===== src/rtl/rd53_reset_sequencer.sv =====
// rtl/rd53_reset_sequencer.sv - staged POR release sequencer for analog, core and command reset domains
// Optional feature macro: RD53_RESET_SEQ_STATUS_EN (POR_SEEN / POR_COUNT / STATUS_CLR status block)
module rd53_reset_sequencer #(
    parameter int SYNC_STAGES   = 2,
    parameter int FILTER_CYCLES = 16,
    parameter int STAGE_GAP     = 8
) (
    input  logic       CLK,
    input  logic       RST,
    input  logic       POR_OUT_B,
    input  logic       STATUS_CLR,
    output logic       RST_ANALOG_B,
    output logic       RST_CORE_B,
    output logic       RST_CMD_B,
    output logic       READY,
    output logic       POR_SEEN,
    output logic [3:0] POR_COUNT
);

    typedef enum logic [2:0] {
        HOLD       = 3'd0,
        FILTER     = 3'd1,
        REL_ANALOG = 3'd2,
        REL_CORE   = 3'd3,
        RUN        = 3'd4
    } state_t;

    // Either a block reset or a live POR pulls every domain back into reset at once.
    logic por_clr;
    assign por_clr = RST | ~POR_OUT_B;

    logic [SYNC_STAGES-1:0] sync_q;
    logic                   por_s;
    state_t                 state, state_nxt;
    logic [7:0]             cnt, cnt_nxt;

    // POR synchronizer: asynchronous clear, synchronous release.
    always_ff @(posedge CLK or posedge por_clr) begin
        if (por_clr) begin
            sync_q <= '0;
        end else begin
            sync_q <= {sync_q[SYNC_STAGES-2:0], POR_OUT_B};
        end
    end

    assign por_s = sync_q[SYNC_STAGES-1];

    // FSM state and counter; only RST clears them so a POR is seen as a transition.
    always_ff @(posedge CLK or posedge RST) begin
        if (RST) begin
            state <= HOLD;
            cnt   <= 8'd0;
        end else begin
            state <= state_nxt;
            cnt   <= cnt_nxt;
        end
    end

    // Next-state and counter logic for filter and staged release.
    always_comb begin
        state_nxt = state;
        cnt_nxt   = cnt;
        case (state)
            HOLD: begin
                if (por_s) begin
                    state_nxt = FILTER;
                    cnt_nxt   = 8'd1;
                end else begin
                    cnt_nxt   = 8'd0;
                end
            end
            FILTER: begin
                if (!por_s) begin
                    state_nxt = HOLD;
                    cnt_nxt   = 8'd0;
                end else if (cnt == 8'(FILTER_CYCLES)) begin
                    state_nxt = REL_ANALOG;
                    cnt_nxt   = 8'd0;
                end else begin
                    cnt_nxt   = cnt + 8'd1;
                end
            end
            REL_ANALOG: begin
                if (!por_s) begin
                    state_nxt = HOLD;
                    cnt_nxt   = 8'd0;
                end else if (cnt == 8'(STAGE_GAP - 1)) begin
                    state_nxt = REL_CORE;
                    cnt_nxt   = 8'd0;
                end else begin
                    cnt_nxt   = cnt + 8'd1;
                end
            end
            REL_CORE: begin
                if (!por_s) begin
                    state_nxt = HOLD;
                    cnt_nxt   = 8'd0;
                end else if (cnt == 8'(STAGE_GAP - 1)) begin
                    state_nxt = RUN;
                    cnt_nxt   = 8'd0;
                end else begin
                    cnt_nxt   = cnt + 8'd1;
                end
            end
            RUN: begin
                if (!por_s) begin
                    state_nxt = HOLD;
                    cnt_nxt   = 8'd0;
                end
            end
            default: begin
                state_nxt = HOLD;
                cnt_nxt   = 8'd0;
            end
        endcase
    end

    // Domain resets decode the next state, so each rises on the edge its stage is entered;
    // the nested decode keeps analog -> core -> cmd ordering by construction.
    always_ff @(posedge CLK or posedge por_clr) begin
        if (por_clr) begin
            RST_ANALOG_B <= 1'b0;
            RST_CORE_B   <= 1'b0;
            RST_CMD_B    <= 1'b0;
            READY        <= 1'b0;
        end else begin
            RST_ANALOG_B <= (state_nxt == REL_ANALOG) || (state_nxt == REL_CORE) || (state_nxt == RUN);
            RST_CORE_B   <= (state_nxt == REL_CORE) || (state_nxt == RUN);
            RST_CMD_B    <= (state_nxt == RUN);
            READY        <= (state_nxt == RUN);
        end
    end

`ifdef RD53_RESET_SEQ_STATUS_EN
    // A POR event is a drop back to HOLD after the filter passed; filter glitches do not count.
    logic por_event;
    assign por_event = ((state == REL_ANALOG) || (state == REL_CORE) || (state == RUN))
                       && (state_nxt == HOLD);

    // Sticky status survives POR; an event coincident with a clear wins and counts as one.
    always_ff @(posedge CLK or posedge RST) begin
        if (RST) begin
            POR_SEEN  <= 1'b0;
            POR_COUNT <= 4'd0;
        end else if (por_event) begin
            POR_SEEN  <= 1'b1;
            if (STATUS_CLR) begin
                POR_COUNT <= 4'd1;
            end else if (POR_COUNT != 4'd15) begin
                POR_COUNT <= POR_COUNT + 4'd1;
            end
        end else if (STATUS_CLR) begin
            POR_SEEN  <= 1'b0;
            POR_COUNT <= 4'd0;
        end
    end
`else
    logic unused_status_clr;
    assign unused_status_clr = STATUS_CLR;
    assign POR_SEEN          = 1'b0;
    assign POR_COUNT         = 4'd0;
`endif

endmodule

===== config.mk =====
export PLATFORM = sky130hd
export DESIGN_NAME = rd53_reset_sequencer
export DESIGN_NICKNAME = d
export VERILOG_FILES = /design/src/rtl/rd53_reset_sequencer.sv
export SDC_FILE = /design/constraint.sdc
export NUM_CORES = 1
export LEC_CHECK = 0
export BUFFER_PORTS_ARGS = -buffer_cell sky130_fd_sc_hd__buf_2
export CAP_MARGIN = 15
export CORE_MARGIN = 2
export CORE_UTILIZATION = 58
export CTS_BUF_LIST = sky130_fd_sc_hd__clkbuf_8 sky130_fd_sc_hd__clkbuf_16
export DETAILED_ROUTE_END_ITERATION = 10
export HOLD_SLACK_MARGIN = 0.05
export PLACE_DENSITY = 0.85
export RECOVER_POWER = 100
export SETUP_SLACK_MARGIN = 0.02
export SLEW_MARGIN = 0
export SYNTH_ARGS = -nofsm -noshare
export SYNTH_HDL_FRONTEND = slang
export SYNTH_SLANG_ARGS = --single-unit

===== constraint.sdc =====
create_clock -name CLK -period 2.9 [get_ports CLK]
set_input_delay 0.29 -clock CLK [delete_from_list [all_inputs] [get_ports CLK]]
set_output_delay 0.29 -clock CLK [all_outputs]
set_load 0.02 [all_outputs]

* After elaboration in Yosys (flattened, before gate mapping)
Index checks and enable logic that the tools add are counted.
W data, S select, Z words.
** Storage, ports and cells
- Register bits :: 16
- Bits in latches :: 0
- Memory bits (writable) :: 0
- ROM bits :: 0
- Bits of input ports :: 4
- Output and inout bits :: 9
- Logic and storage cells :: 40
- Memories :: 0
** Cells by class
- Add/sub/neg operators :: 1
- Multipliers :: 0
- Div/mod/pow operators :: 0
- $lt $le $gt $ge :: 0
- Equal/unequal tests :: 10
- Shifts and indexed selects :: 0
- Multiplexer cells :: 16
- Bitwise operators :: 2
- Reduce and logical (&&, ||, !) cells :: 5
** Operator list (number)
- $mux W8 :: 5
- $pmux W8 S4 :: 1
- $mux W3 :: 8
- $pmux W3 S5 :: 1
- $eq A3 B2 Y1 const B :: 4
- $add A8 B1 Y8 const B :: 1
- $eq A8 B3 Y1 const B :: 1
- $eq A8 B5 Y1 const B :: 1
- $eq A3 B3 Y1 const B :: 2
- $eq A3 B1 Y1 const B :: 1
- $logic_not A3 Y1 :: 1
- $logic_or A1 B1 Y1 :: 3
- $ne A2 B2 Y1 const B :: 1
- $reduce_or A2 Y1 :: 1
- $mux W1 :: 1
- $not A1 Y1 :: 1
- $or A1 B1 Y1 :: 1

* Depth between registers and ports, before layout
Gate-level depths: netlist (run 1).
- Word-level depth :: 7
- Gate-level depth with buffers :: 7
- Depth with buffers taken out :: 6

* Least setup slack after synthesis (run 1)
Ideal clock, no wire load.
- Kind :: reg2reg
- Start :: register cnt[3]
- End :: register READY
- Library setup time :: 78 ps
- Arrival time :: 1556 ps
- Required time :: 2822 ps
- Slack :: 1266 ps
- Stages on the path, launching flop included :: 5
- Buffers on the path :: 0
- Clock period less this slack :: 1634 ps
- Path through :: dfrtp_1 > nor4_4 > nand4_4 > or3b_1 > a21boi_1
** On the way
- Cells in the longest elaborated chain, start to end :: 5
- Elaborated cells between the ends (all ways) :: 10
- Those cells by class :: eq/ne: 3; mux: 7
** Ends and longest elaborated chain
- start: declaration :: line 35 : logic [7:0] cnt, cnt_nxt;
- start signal: assignment :: line 55 : cnt <= cnt_nxt;
- $eq A8 B3 Y1 or $eq A8 B5 Y1 (tied branches) :: line 87, 98, 76
- $mux W3, on equally long branches :: line 98, 76, 87
- $mux W3, on equally long branches :: line 95, 73, 84
- $pmux W3 S5 (*) :: line 63 : case (state)
- $eq A3 B3 Y1 (*) :: line 130 : READY <= (state_nxt == RUN);
- end signal: assignment :: line 130
- end: declaration :: line 15 : output logic READY,
Every way passes the cells marked *; elsewhere a longest branch is shown, timed or not.
A chain may end at the register's enable or synchronous reset.

* Final worst setup path (run 1)
Ends and elaborated chain as after synthesis.

==> flow_summary.ini, run 1 <==
[critical_path]
crit_arrival_ns = 2.21
slowest_delay_ns = 0.50
cp_top_family = simple AND/OR/NAND/NOR gates
crit_slowest_cell = or3b_1
critPathRequiredTime_ns = 3.06
ff2ff_setup_slack_ns = 0.85
path_class = reg2reg
path_buf_inv = 0
reg2regPathDepth = 4
endpoint_kind = flip-flop
r2r_end = READY$_DFF_PP0_
critPathMaxFanout = 8
startpoint_type = flip-flop
reg2reg_from = cnt[3]$_DFFE_PP0P_
crit_chain = nor4_4 > nand4_1 > or3b_1 > a21boi_0

[sta]
maxSlewViolCount = 0
layout_min_cycle_time_ns = 2.05
timing.fmax_mhz = 489
final_hold_viol_count = 0
finalSetupViolCount = 0
final.period_utilization_pct = 70.6
tightest_slew_ns = 0.515
grt_setup_unrepaired = false
skew_ns = 0.00653
fin_setup_tns_ns = 0
slew_headroom_pct = 65.7

[global_routing]
track_usage_pct = 21.7
grt_max_degree = 13
antenna_found_initial = 0
overflow = 0
grt_pass1_vias = 643
grt_pass1_wl_um = 2930

[floorplanning]
core_um2 = 1470
die_area_um2 = 1850
row_count = 14
fp.dieH_um = 43.1
pin_count = 13
initial_core_util_pct = 60.1
die_x_um = 43.1

[synth]
avgSynthCellArea_um2 = 9.72
synth_edf_count = 0
synth_cells = 91
synthFlopType = dfrtp_1
synth-seq-cells = 16
ys_seq_area_share_pct = 45.3
synth.cell_area_um2 = 885
synth-async-reset-ratio_pct = 100
synth_cell_types = 32
ys_warn_count = 0

[pwr]
powerDensity_nw_per_um2 = 513
ir_drop_mv = 0.367
p_leak_nw = 0.437

[final_layout]
final_common_cell = dfrtp_1
layout_common_cells = dfrtp_1, nand3_1, nand2_1, clkbuf_1
diodes = 0
final_util_pct = 64.4
area_delta_synth_final_pct = 7.07
layout-drive-gt1-share_pct = 7.00
fin_nets = 107

[cts]
root_buffer = clkbuf_8
cts.sinks = 16
cts_buffers = 3
postCtsSetupBuffers = 0
cts_resized = 0
postCtsHoldBufs = 1
clk-insertion-delay-late_ns = 0.25
cts_buffer_depth = 2
path_clk_slew_ns = 0.07
htreeDepth = 1
cts_tree = yes

[route]
topRoutingLayerUsed = met3
drt-vias-per-instance = 5.92
drtAntennaViolNets = 0
vias = 687
drtPass1Iterations = 4
met2_length_um = 821
wl_met3_um = 89
drt-total-wl_um = 1700
drc = 0
wl_met1_um = 790
drt_iter0_markers = 29
wl_per_cell_um = 14.7

[job]
maxCapViolCount = 0

[placement]
portBuffers = 6
dp_hpwl_um = 1220
routabilityCongestion = 0.872

[hold_path]
hp-class = in2async

[run_status]
status = complete, no violations
-- power by group --
| part | internal [W] | total [W] | switching, W | leakage [nW] |
|---|---|---|---|---|
| clock | 0.000120 | 0.000197 | 0.0000767 | 0.0288 |
| sequential | 0.000232 | 0.000247 | 0.0000149 | 0.215 |
| combinational | 0.0000154 | 0.0000415 | 0.0000261 | 0.193 |
| total | 0.000368 | 0.000486 | 0.000118 | 0.437 |
-- sequential cells by signal (all words and copies together), names as in the netlist --
name          cells
READY             1
RST_ANALOG_B      1
sync_q            2
cnt               8
state             3
RST_CORE_B        1
-- per-layer routing --
layer | GRT usage (%) | vias to the layer above
li1 | - | 340
met1 | 27.6 | 328
met2 | 35.2 | 19
met3 | 7.66 | 0
met4 | 5.45 | 0
met5 | 0 | -
-- cell usage after synthesis, types with 3 or more instances --
master | n | area (um2)
a31oi_1 | 4 | 25.0
inv_1 | 4 | 15.0
nand2_1 | 8 | 30.0
o21ai_0 | 4 | 20.0
a21oi_1 | 3 | 15.0
dfrtp_1 | 16 | 400
and3_1 | 3 | 18.8
nor2_1 | 5 | 18.8
nand3_1 | 10 | 50.1
buf_4 | 6 | 45.0
-- kinds of logic (layout without fill, tap and decap cells) --
family / count (synthesis) / after routing / share of synthesized area (%)
and+or+nand+nor: 39 / 39 / 27.4
AOI/OAI and AO/OA: 21 / 21 / 15.7
DFF: 16 / 16 / 45.3
buffers and inverters: 11 / 16 / 7.35
adders and majority gates: 2 / 2 / 2.83
other: 1 / 5 / 0.424
xor gates and xnor gates: 1 / 1 / 0.990
-- stage by stage --
stage	cell area [um2]	setup slack, ns	instances	power (W)	hold slack [ns]
2_1_floorplan	900	1.27	95	0.000288	0.142
3_3_place_gp	907	1.12	111	0.000292	0.314
3_5_place_dp	907	1.09	111	0.000294	0.325
4_1_cts	972	1.05	116	0.000495	0.0570
5_1_grt	947	0.736	116	0.000509	0.0729
6_report	947	0.853	116	0.000486	0.0462
-- worst max path at each step --
stage / cells past startpoint / start / end / slack, ns
detailed placement: 4 / cnt[3]$_DFFE_PP0P_ / READY$_DFF_PP0_ / 1.09
finish: 4 / cnt[3]$_DFFE_PP0P_ / READY$_DFF_PP0_ / 0.85
floorplan: 4 / cnt[3]$_DFFE_PP0P_ / READY$_DFF_PP0_ / 1.27
CTS: 4 / cnt[3]$_DFFE_PP0P_ / READY$_DFF_PP0_ / 1.05
global placement: 4 / cnt[3]$_DFFE_PP0P_ / state[2]$_DFF_PP0_ / 1.12
global route: 4 / cnt[3]$_DFFE_PP0P_ / READY$_DFF_PP0_ / 0.74
-- final cells by class --
| type | count | area [um2] |
|---|---|---|
| fill | 125 | 524 |
| multi-input combinational | 68 | 419 |
| sequential | 16 | 400 |
| clock buffer | 4 | 55.1 |
| timing repair buffer | 8 | 37.5 |
| tap | 16 | 20.0 |
| inverter | 4 | 15.0 |
Note: power is estimated with default switching activity, not from simulation.
==> run 2, diff against run 1 <==
--- a/config.mk
+++ b/config.mk
@@ -8,11 +8,11 @@
 export BUFFER_PORTS_ARGS = -buffer_cell sky130_fd_sc_hd__buf_2
 export CAP_MARGIN = 15
 export CORE_MARGIN = 2
-export CORE_UTILIZATION = 58
+export CORE_UTILIZATION = 54
 export CTS_BUF_LIST = sky130_fd_sc_hd__clkbuf_8 sky130_fd_sc_hd__clkbuf_16
 export DETAILED_ROUTE_END_ITERATION = 10
 export HOLD_SLACK_MARGIN = 0.05
-export PLACE_DENSITY = 0.85
+export PLACE_DENSITY = 0.8
 export RECOVER_POWER = 100
 export SETUP_SLACK_MARGIN = 0.02
 export SLEW_MARGIN = 0
==> constraint.sdc (replaced) <==
create_clock -name CLK -period 2.1 [get_ports CLK]
set_input_delay 0.21 -clock CLK [delete_from_list [all_inputs] [get_ports CLK]]
set_output_delay 0.21 -clock CLK [all_outputs]
set_load 0.02 [all_outputs]
==> flow_summary.ini, run 2 (synthesis gave the netlist of run 1 again) <==
[global_routing]
grt_max_degree = 12
overflow = 0
grt_pass1_wl_um = 2990
grt_pass1_vias = 674
antenna_found_initial = 0
track_usage_pct = 21.6

[sta]
layout_setup_ws_ns = 0.208
layout_min_cycle_time_ns = 1.89
timing.fmax_mhz = 529
fin_setup_tns_ns = 0
skew_ns = 0.00144
final.period_utilization_pct = 90.1
finalSetupViolCount = 0
final_hold_viol_count = 0
maxSlewViolCount = 0
grt_setup_unrepaired = false

[final_layout]
final_common_cell = dfrtp_1
layout_common_cells = dfrtp_1, nand3_1, nand2_1, clkbuf_1
reg_top3 = cnt x8, state x3, sync_q x2
fin_nets = 109
area_delta_synth_final_pct = 10.5
largest-register = cnt
fin_cells = 118
largest_reg_flops = 8
diodes = 0
layout-drive-gt1-share_pct = 8.82

[hold_path]
hp-class = reg2reg
min_to = sync_q[1]$_DFF_PP0_
hold_start = sync_q[0]$_DFF_PP0_
min_path_cells = 0

[route]
drc = 0
wl_per_cell_um = 13.9
vias = 684
drt-vias-per-instance = 5.80
drt-total-wl_um = 1650
drtPass1Iterations = 4
drtAntennaViolNets = 0
drt_iter0_markers = 29

[critical_path]
slowest_delay_ns = 0.47
path_buf_inv = 0
cp_top_family = simple AND/OR/NAND/NOR gates
crit_slowest_cell = or3b_1
reg2regPathDepth = 4
critPathMaxFanout = 8
crit_chain = nor4_4 > nand4_4 > or3b_1 > a21boi_1
r2r_end = READY$_DFF_PP0_
endpoint_kind = flip-flop
ff2ff_setup_slack_ns = 0.21
path_class = reg2reg
startpoint_type = flip-flop
reg2reg_from = cnt[3]$_DFFE_PP0P_
critPathRequiredTime_ns = 2.27
crit_arrival_ns = 2.06

[cts]
root_buffer = clkbuf_8
htreeDepth = 1
cts_tree = yes
postCtsSetupBuffers = 0
postCtsHoldBufs = 2
cts_resized = 0
path_clk_slew_ns = 0.06
cts.sinks = 16
cts_buffers = 3
clk-insertion-delay-late_ns = 0.25
cts_buffer_depth = 2

[placement]
routabilityCongestion = 0.810
dp_hpwl_um = 1220
portBuffers = 6
pre_cts_ws_ns = 0.233
dp.cells = 112

[floorplanning]
core_um2 = 1520
die_x_um = 44.5
pin_count = 13
die_area_um2 = 1980
row_count = 14
fp.dieH_um = 44.5
initial_core_util_pct = 58.0

[pwr]
ir_drop_mv = 0.504
p_leak_nw = 0.446
powerDensity_nw_per_um2 = 690

[run_status]
status = complete, no violations

[job]
maxCapViolCount = 0
[run 2: changes by cell type in the layout (fill, tap and decap cells not counted)]
cell           previous run  this run
a21boi_0                  2         1
a21boi_1                  1         2
buf_2                     1         2
dlygate4sd3_1             1         2
nand4_1                   1         0
nand4_4                   0         1
[run 2: worst reg2reg max path, cell delays in order, from the launching register on]
cell	delay [ns]
dfrtp_1	0.46
nor4_4	0.46
nand4_4	0.22
or3b_1	0.47
a21boi_1	0.20
[run 2: power by group]
group | internal (W) | switching [W]
sequential | 0.000321 | 0.0000200
combinational | 0.0000234 | 0.0000398
clock | 0.000166 | 0.000104
total | 0.000511 | 0.000163
[run 2: cell type report]
| cell class | instances | area, um2 |
|---|---|---|
| fillers | 125 | 547 |
| multi-input cells | 68 | 434 |
| flip-flops and latches | 16 | 400 |
| clock buffers | 4 | 55.1 |
| repair buffers | 10 | 52.6 |
| well taps | 16 | 20.0 |
| inverters | 4 | 15.0 |
[run 2: metrics by stage]
stage                     area [um2]  total power (W)  hold slack [ns]  util, %
final                            977         0.000674            0.360     64.1
after global routing             977         0.000707            0.373     64.1
after CTS                        990         0.000682            0.364     64.9
after detailed placement         915         0.000407            0.234     60.0
after global placement           915         0.000404            0.244     60.0
after floorplan                  900         0.000397           0.0624        -
[run 2: routing by layer]
layer  vias to the layer above  GRT usage [%]  part of all wire, %  wire (um)
li1                        345              -                    -          -
met1                       320           29.0                   48        788
met2                        15           31.3                   47        780
met3                         4           4.90                  2.6         43
met4                         0           13.3                  2.0         33
met5                         -              0                    0          0
[run 2: how the worst max path moves through the flow]
stage	start	to	slack, ns	cells past startpoint
2_1_floorplan	cnt[3]$_DFFE_PP0P_	READY$_DFF_PP0_	0.47	4
3_3_place_gp	cnt[3]$_DFFE_PP0P_	READY$_DFF_PP0_	0.33	4
3_5_place_dp	cnt[3]$_DFFE_PP0P_	READY$_DFF_PP0_	0.23	4
4_1_cts	cnt[3]$_DFFE_PP0P_	READY$_DFF_PP0_	0.21	4
5_1_grt	cnt[3]$_DFFE_PP0P_	READY$_DFF_PP0_	0.09	4
6_report	cnt[3]$_DFFE_PP0P_	READY$_DFF_PP0_	0.21	4
